[src/rtl/div_unit.sv]
// Iterative radix-2 restoring divider for RV32M DIV/DIVU/REM/REMU.
// One quotient bit per cycle; fixed latency regardless of operands.
module div_unit #(
  parameter int WIDTH = 32
) (
  input  logic             clk,
  input  logic             rst_n,
  input  logic             start,
  input  logic [1:0]       div_op,
  input  logic [WIDTH-1:0] A,
  input  logic [WIDTH-1:0] B,
  output logic             busy,
  output logic             done,
  output logic [WIDTH-1:0] C
);

  localparam int CW = $clog2(WIDTH);

  typedef enum logic [1:0] {IDLE, CALC, FIN, DONE} state_t;

  state_t state_q, state_d;

  logic [1:0]       op_q;
  logic [WIDTH-1:0] quo_q, rem_q, dvs_q, a_q;
  logic             sign_q_q, sign_r_q, dbz_q, ovf_q;
  logic [CW-1:0]    cnt_q;

  // Decoded request (only meaningful while IDLE and start is high)
  logic             op_signed;
  logic [WIDTH-1:0] a_abs, b_abs, most_neg;
  logic [WIDTH:0]   rem_sh;
  logic [WIDTH+1:0] trial;
  logic [WIDTH-1:0] result;

  assign most_neg  = {1'b1, {(WIDTH-1){1'b0}}};
  assign op_signed = ~div_op[0];
  assign a_abs     = (op_signed && A[WIDTH-1]) ? (~A + 1'b1) : A;
  assign b_abs     = (op_signed && B[WIDTH-1]) ? (~B + 1'b1) : B;

  // Restoring step: trial subtract on the shifted partial remainder
  assign rem_sh = {rem_q, quo_q[WIDTH-1]};
  assign trial  = {1'b0, rem_sh} - {2'b00, dvs_q};

  // State register
  always_ff @(posedge clk or negedge rst_n) begin
    if (!rst_n) state_q <= IDLE;
    else        state_q <= state_d;
  end

  // Next-state logic
  always_comb begin
    state_d = state_q;
    case (state_q)
      IDLE: if (start) state_d = CALC;
      CALC: if (cnt_q == CW'(WIDTH - 1)) state_d = FIN;
      FIN:  state_d = DONE;
      DONE: state_d = IDLE;
      default: state_d = IDLE;
    endcase
  end

  // Result selection; op_q[1] picks remainder, op_q[0] clear means signed
  always_comb begin
    result = '0;
    if (dbz_q) begin
      result = op_q[1] ? a_q : '1;
    end else if (ovf_q) begin
      result = op_q[1] ? '0 : most_neg;
    end else if (op_q[1]) begin
      result = (!op_q[0] && sign_r_q) ? (~rem_q + 1'b1) : rem_q;
    end else begin
      result = (!op_q[0] && sign_q_q) ? (~quo_q + 1'b1) : quo_q;
    end
  end

  // Datapath and registered outputs
  always_ff @(posedge clk or negedge rst_n) begin
    if (!rst_n) begin
      op_q     <= '0;
      quo_q    <= '0;
      rem_q    <= '0;
      dvs_q    <= '0;
      a_q      <= '0;
      sign_q_q <= 1'b0;
      sign_r_q <= 1'b0;
      dbz_q    <= 1'b0;
      ovf_q    <= 1'b0;
      cnt_q    <= '0;
      busy     <= 1'b0;
      done     <= 1'b0;
      C        <= '0;
    end else begin
      busy <= (state_d != IDLE);
      done <= 1'b0;
      case (state_q)
        IDLE: begin
          if (start) begin
            op_q     <= div_op;
            quo_q    <= a_abs;
            dvs_q    <= b_abs;
            a_q      <= A;
            rem_q    <= '0;
            cnt_q    <= '0;
            sign_q_q <= op_signed & (A[WIDTH-1] ^ B[WIDTH-1]);
            sign_r_q <= op_signed & A[WIDTH-1];
            dbz_q    <= (B == '0);
            ovf_q    <= op_signed && (A == most_neg) && (B == '1);
          end
        end
        CALC: begin
          quo_q <= {quo_q[WIDTH-2:0], ~trial[WIDTH+1]};
          rem_q <= trial[WIDTH+1] ? rem_sh[WIDTH-1:0] : trial[WIDTH-1:0];
          cnt_q <= cnt_q + 1'b1;
        end
        FIN: begin
          C    <= result;
          done <= 1'b1;
        end
        default: ;
      endcase
    end
  end

endmodule
[config.mk]
export PLATFORM = sky130hd
export DESIGN_NAME = div_unit
export DESIGN_NICKNAME = d
export VERILOG_FILES = /design/src/rtl/div_unit.sv
export SDC_FILE = /design/constraint.sdc
export NUM_CORES = 1
export LEC_CHECK = 0
export ABC_CLOCK_PERIOD_IN_PS = 7950
export CORE_UTILIZATION = 55
export CTS_CLUSTER_DIAMETER = 80
export DETAILED_ROUTE_END_ITERATION = 6
export PLACE_DENSITY = 0.76
export SLEW_MARGIN = 10
export SYNTH_ARGS = -nofsm -noshare
export SYNTH_HDL_FRONTEND = slang
export SYNTH_SLANG_ARGS = --single-unit
[constraint.sdc]
create_clock -name clk -period 7.95 [get_ports clk]
set_input_delay 0.795 -clock clk [delete_from_list [all_inputs] [get_ports clk]]
set_output_delay 0.795 -clock clk [all_outputs]
set_load 0.01 [all_outputs]
==> impl_metrics.tcl <==
set metrics [dict create \
    setup-tns-final_ns 0 \
    htreeDepth 4 \
    synth_flop_cell "dfrtp_1" \
    finalSetupViolCount 0 \
    fin_area_mm2 0.0140 \
    worstSetupPathType "flop to flop" \
    status "finished, final reports clean" \
    relSlewSlack_pct 23.2 \
    synthArstFlopShare_pct 100 \
    rrSetupSlack_ns 4.56 \
    synthesis.nets 1624 \
    ios 103 \
    fmaxAchievable_ghz 0.295 \
    dpl_cell_area_mm2 0.0134 \
    synth_seq_cells 175 \
    cts-resized-gates 0 \
    initial_core_util_pct 56.3 \
    post_drt_wl_per_cell_um 19.9 \
    cp_data_required_time_ns 8.27 \
    synthesis.area_mm2 0.0123 \
    routed_wl_um 36800 \
    place_ws_ns 4.31 \
    grt_pass1_vias 10549 \
    layout-drive-gt1-share_pct 5.43 \
    synth_warnings 0 \
    vias_per_cell 6.29 \
    rsz0062_at_grt "false" \
    first_pass_iters 6 \
    startpoint_type "flop" \
    synth_seq_area_share_pct 35.7 \
    grt_overflow 0 \
    clock_skew_ns 0.0153 \
    synth-compound-area-share_pct 23.6 \
    grt_pass1_wl_um 58400 \
    insertion_delay_ns 0.45 \
    clkSlewWorstSetupHoldPaths_ns 0.09 \
    cts_setup_buffers 0 \
    fp.dieW_um 151 \
    synth_mux_area_share_pct 1.07 \
    synth_top_area_share_pct 35.7 \
    drc_errors 0 \
    power_leakage_nw 5.84 \
    ctsHoldBuffers 0 \
    powerDensity_mw_per_mm2 440 \
    grt_use_total_pct 33.5 \
    coreArea_mm2 0.0218 \
    clkSinkCount 175 \
    layout_min_cycle_time_ns 3.39 \
    yosys.area.top_type "dfrtp_1" \
    syn_area_per_cell_um2 8.10 \
    synth_top_family_by_area "compound AO/OA/AOI/OAI gates" \
    vias 11623 \
    hpwlAfterDp_um 26500 \
    cts_buffer_depth 2 \
    synth.area.top_cells "dfrtp_1 (36%), nand2_1 (7.2%), o21ai_0 (6.7%)" \
    synthSimpleGateAreaFrac_pct 20.4 \
    port_buffers 102 \
    syn2layout_area_growth_pct 14.4 \
    nNetsFinal 1662 \
    hold_viol_final 0 \
    synth_edf_count 0 \
    grt_max_degree 125 \
    netlist_instances 1515 \
    rows 54 \
    drt-initial-drc-count 1302 \
    setup_slack_ns 4.56 \
    dieArea_mm2 0.0229 \
    synth_cell_types 76 \
    min_path_type "input pin to asynchronous set/reset pin" \
    hold_ws_ns 0.269 \
    fp.dieH_um 151 \
    critPathMaxFanout 49 \
    yosys.area_share.adder_pct 4.14 \
    ant_nets 0 \
    tightest_slew_ns 1.15 \
    cts_buffers 17 \
    tritoncts "done" \
    worstPathArrival_ns 3.71 \
    slew_viol_final 0 \
    synth_xor_area_share_pct 9.91 \
    place.gp.congestion 0.969 \
    ir_drop_uv 194 \
    fin_crit_sh_pct 42.7 \
    end_kind "flop" \
    drv_cap 0 \
    antenna_found_initial 1 \
    clockRootBuffer "clkbuf_16" \
]
## cells in the mapped netlist (5+ instances only)
| library cell | number |
|---|---|
| a21o_1 | 13 |
| nand3_1 | 29 |
| or4_4 | 6 |
| o211ai_1 | 10 |
| clkbuf_1 | 78 |
| or3_1 | 7 |
| and4_1 | 5 |
| o311ai_0 | 7 |
| nor4_2 | 5 |
| nor2b_1 | 20 |
| buf_1 | 13 |
| xor2_1 | 46 |
| o22ai_1 | 9 |
| a21oi_1 | 96 |
| nand2_1 | 236 |
| and2_1 | 5 |
| o21ai_0 | 165 |
| a22oi_1 | 33 |
| o31ai_1 | 16 |
| dfrtp_1 | 175 |
| o311ai_1 | 5 |
| a32oi_1 | 9 |
| o41ai_1 | 7 |
| and3_1 | 10 |
| a211oi_1 | 9 |
| nand4_1 | 16 |
| xnor2_1 | 91 |
| nor3_1 | 35 |
| a31oi_1 | 35 |
| o21a_1 | 7 |
| a221oi_1 | 5 |
| ha_1 | 39 |
| nor2_1 | 90 |
| o21ai_1 | 6 |
| mux2i_1 | 12 |
| inv_1 | 57 |
| nand2b_1 | 22 |
| nor4_1 | 16 |
## worst paths after layout
path                                 from        end  cells after the start
worst max register to register  rem_q[19]  rem_q[29]                     10
worst min register to register      C[29]      C[29]                      2
worst min-delay path                rst_n      C[14]                      1
max in group asynchronous           rst_n  dvs_q[23]                      2
worst max-delay path            rem_q[19]  rem_q[29]                     10
min in group clk                    C[29]      C[29]                      2
## layer usage
| metal | GRT usage, % | wire (um) |
|---|---|---|
| met5 | 0 | 0 |
| met3 | 7.59 | 3630 |
| met4 | 13.5 | 1190 |
| met1 | 48.5 | 16400 |
| met2 | 48.2 | 15600 |
## final cells by class
cell class,instances,area [um^2]
well taps,280,350
flip-flops and latches,175,4380
clock inverters,15,208
inverters,58,218
multi-input cells,1181,7290
diodes,1,2.50
repair buffers,120,1180
clock buffers,17,425
fillers,1895,7770
## per-stage QoR
stage	cells	utilization (%)	total power, mW
5_1_grt	1846	64.4	6.65
4_1_cts	1845	64.2	6.09
3_5_place_dp	1813	61.3	5.18
2_1_floorplan	1515	-	4.25
3_3_place_gp	1813	61.3	5.06
6_report	1847	64.4	6.18
## cells by family after synthesis
kind of cell,Yosys count
flops,175
buf+inv,159
xor+xnor,138
fa+ha+maj,40
compound gates,465
simple gates,525
mux,13
## layout by cell type (no fill, tap or decap), types with 16 or more instances in the layout
cell	netlist	final
nand2_1	236	236
dfrtp_1	175	175
o21ai_0	165	164
clkdlybuf4s50_1	0	101
a21oi_1	96	96
xnor2_1	91	91
nor2_1	90	90
inv_1	57	57
xor2_1	46	46
ha_1	39	39
a31oi_1	35	35
nor3_1	35	35
a22oi_1	33	33
nand3_1	29	29
nand2b_1	22	21
nor2b_1	20	18
clkbuf_16	0	17
buf_4	4	17
nand4_1	16	16
nor4_1	16	16
o31ai_1	16	16
## report_power, final
part / internal (mW) / switching (mW)
logic: 1.46 / 2.01
clock network: 0.435 / 0.457
registers: 1.29 / 0.535
## flip-flops by register name, indices dropped and copies added (netlist names), 2 cells and up
name     cells
quo_q       32
a_q         32
C           32
rem_q       32
op_q         2
cnt_q        5
state_q      2
dvs_q       32
## critical path: stages (launching register included)
cell and delay, ns:
dfrtp_1 0.52, ha_1 0.45, a21o_1 0.24, a31oi_1 0.29, o221ai_1 0.19, a31oi_1 0.18, o21a_1 0.29, o21a_1 0.17
buf_4 0.46, nand2b_1 0.32, o21ai_0 0.15
No activity file was read; power rests on OpenSTA's default activity.
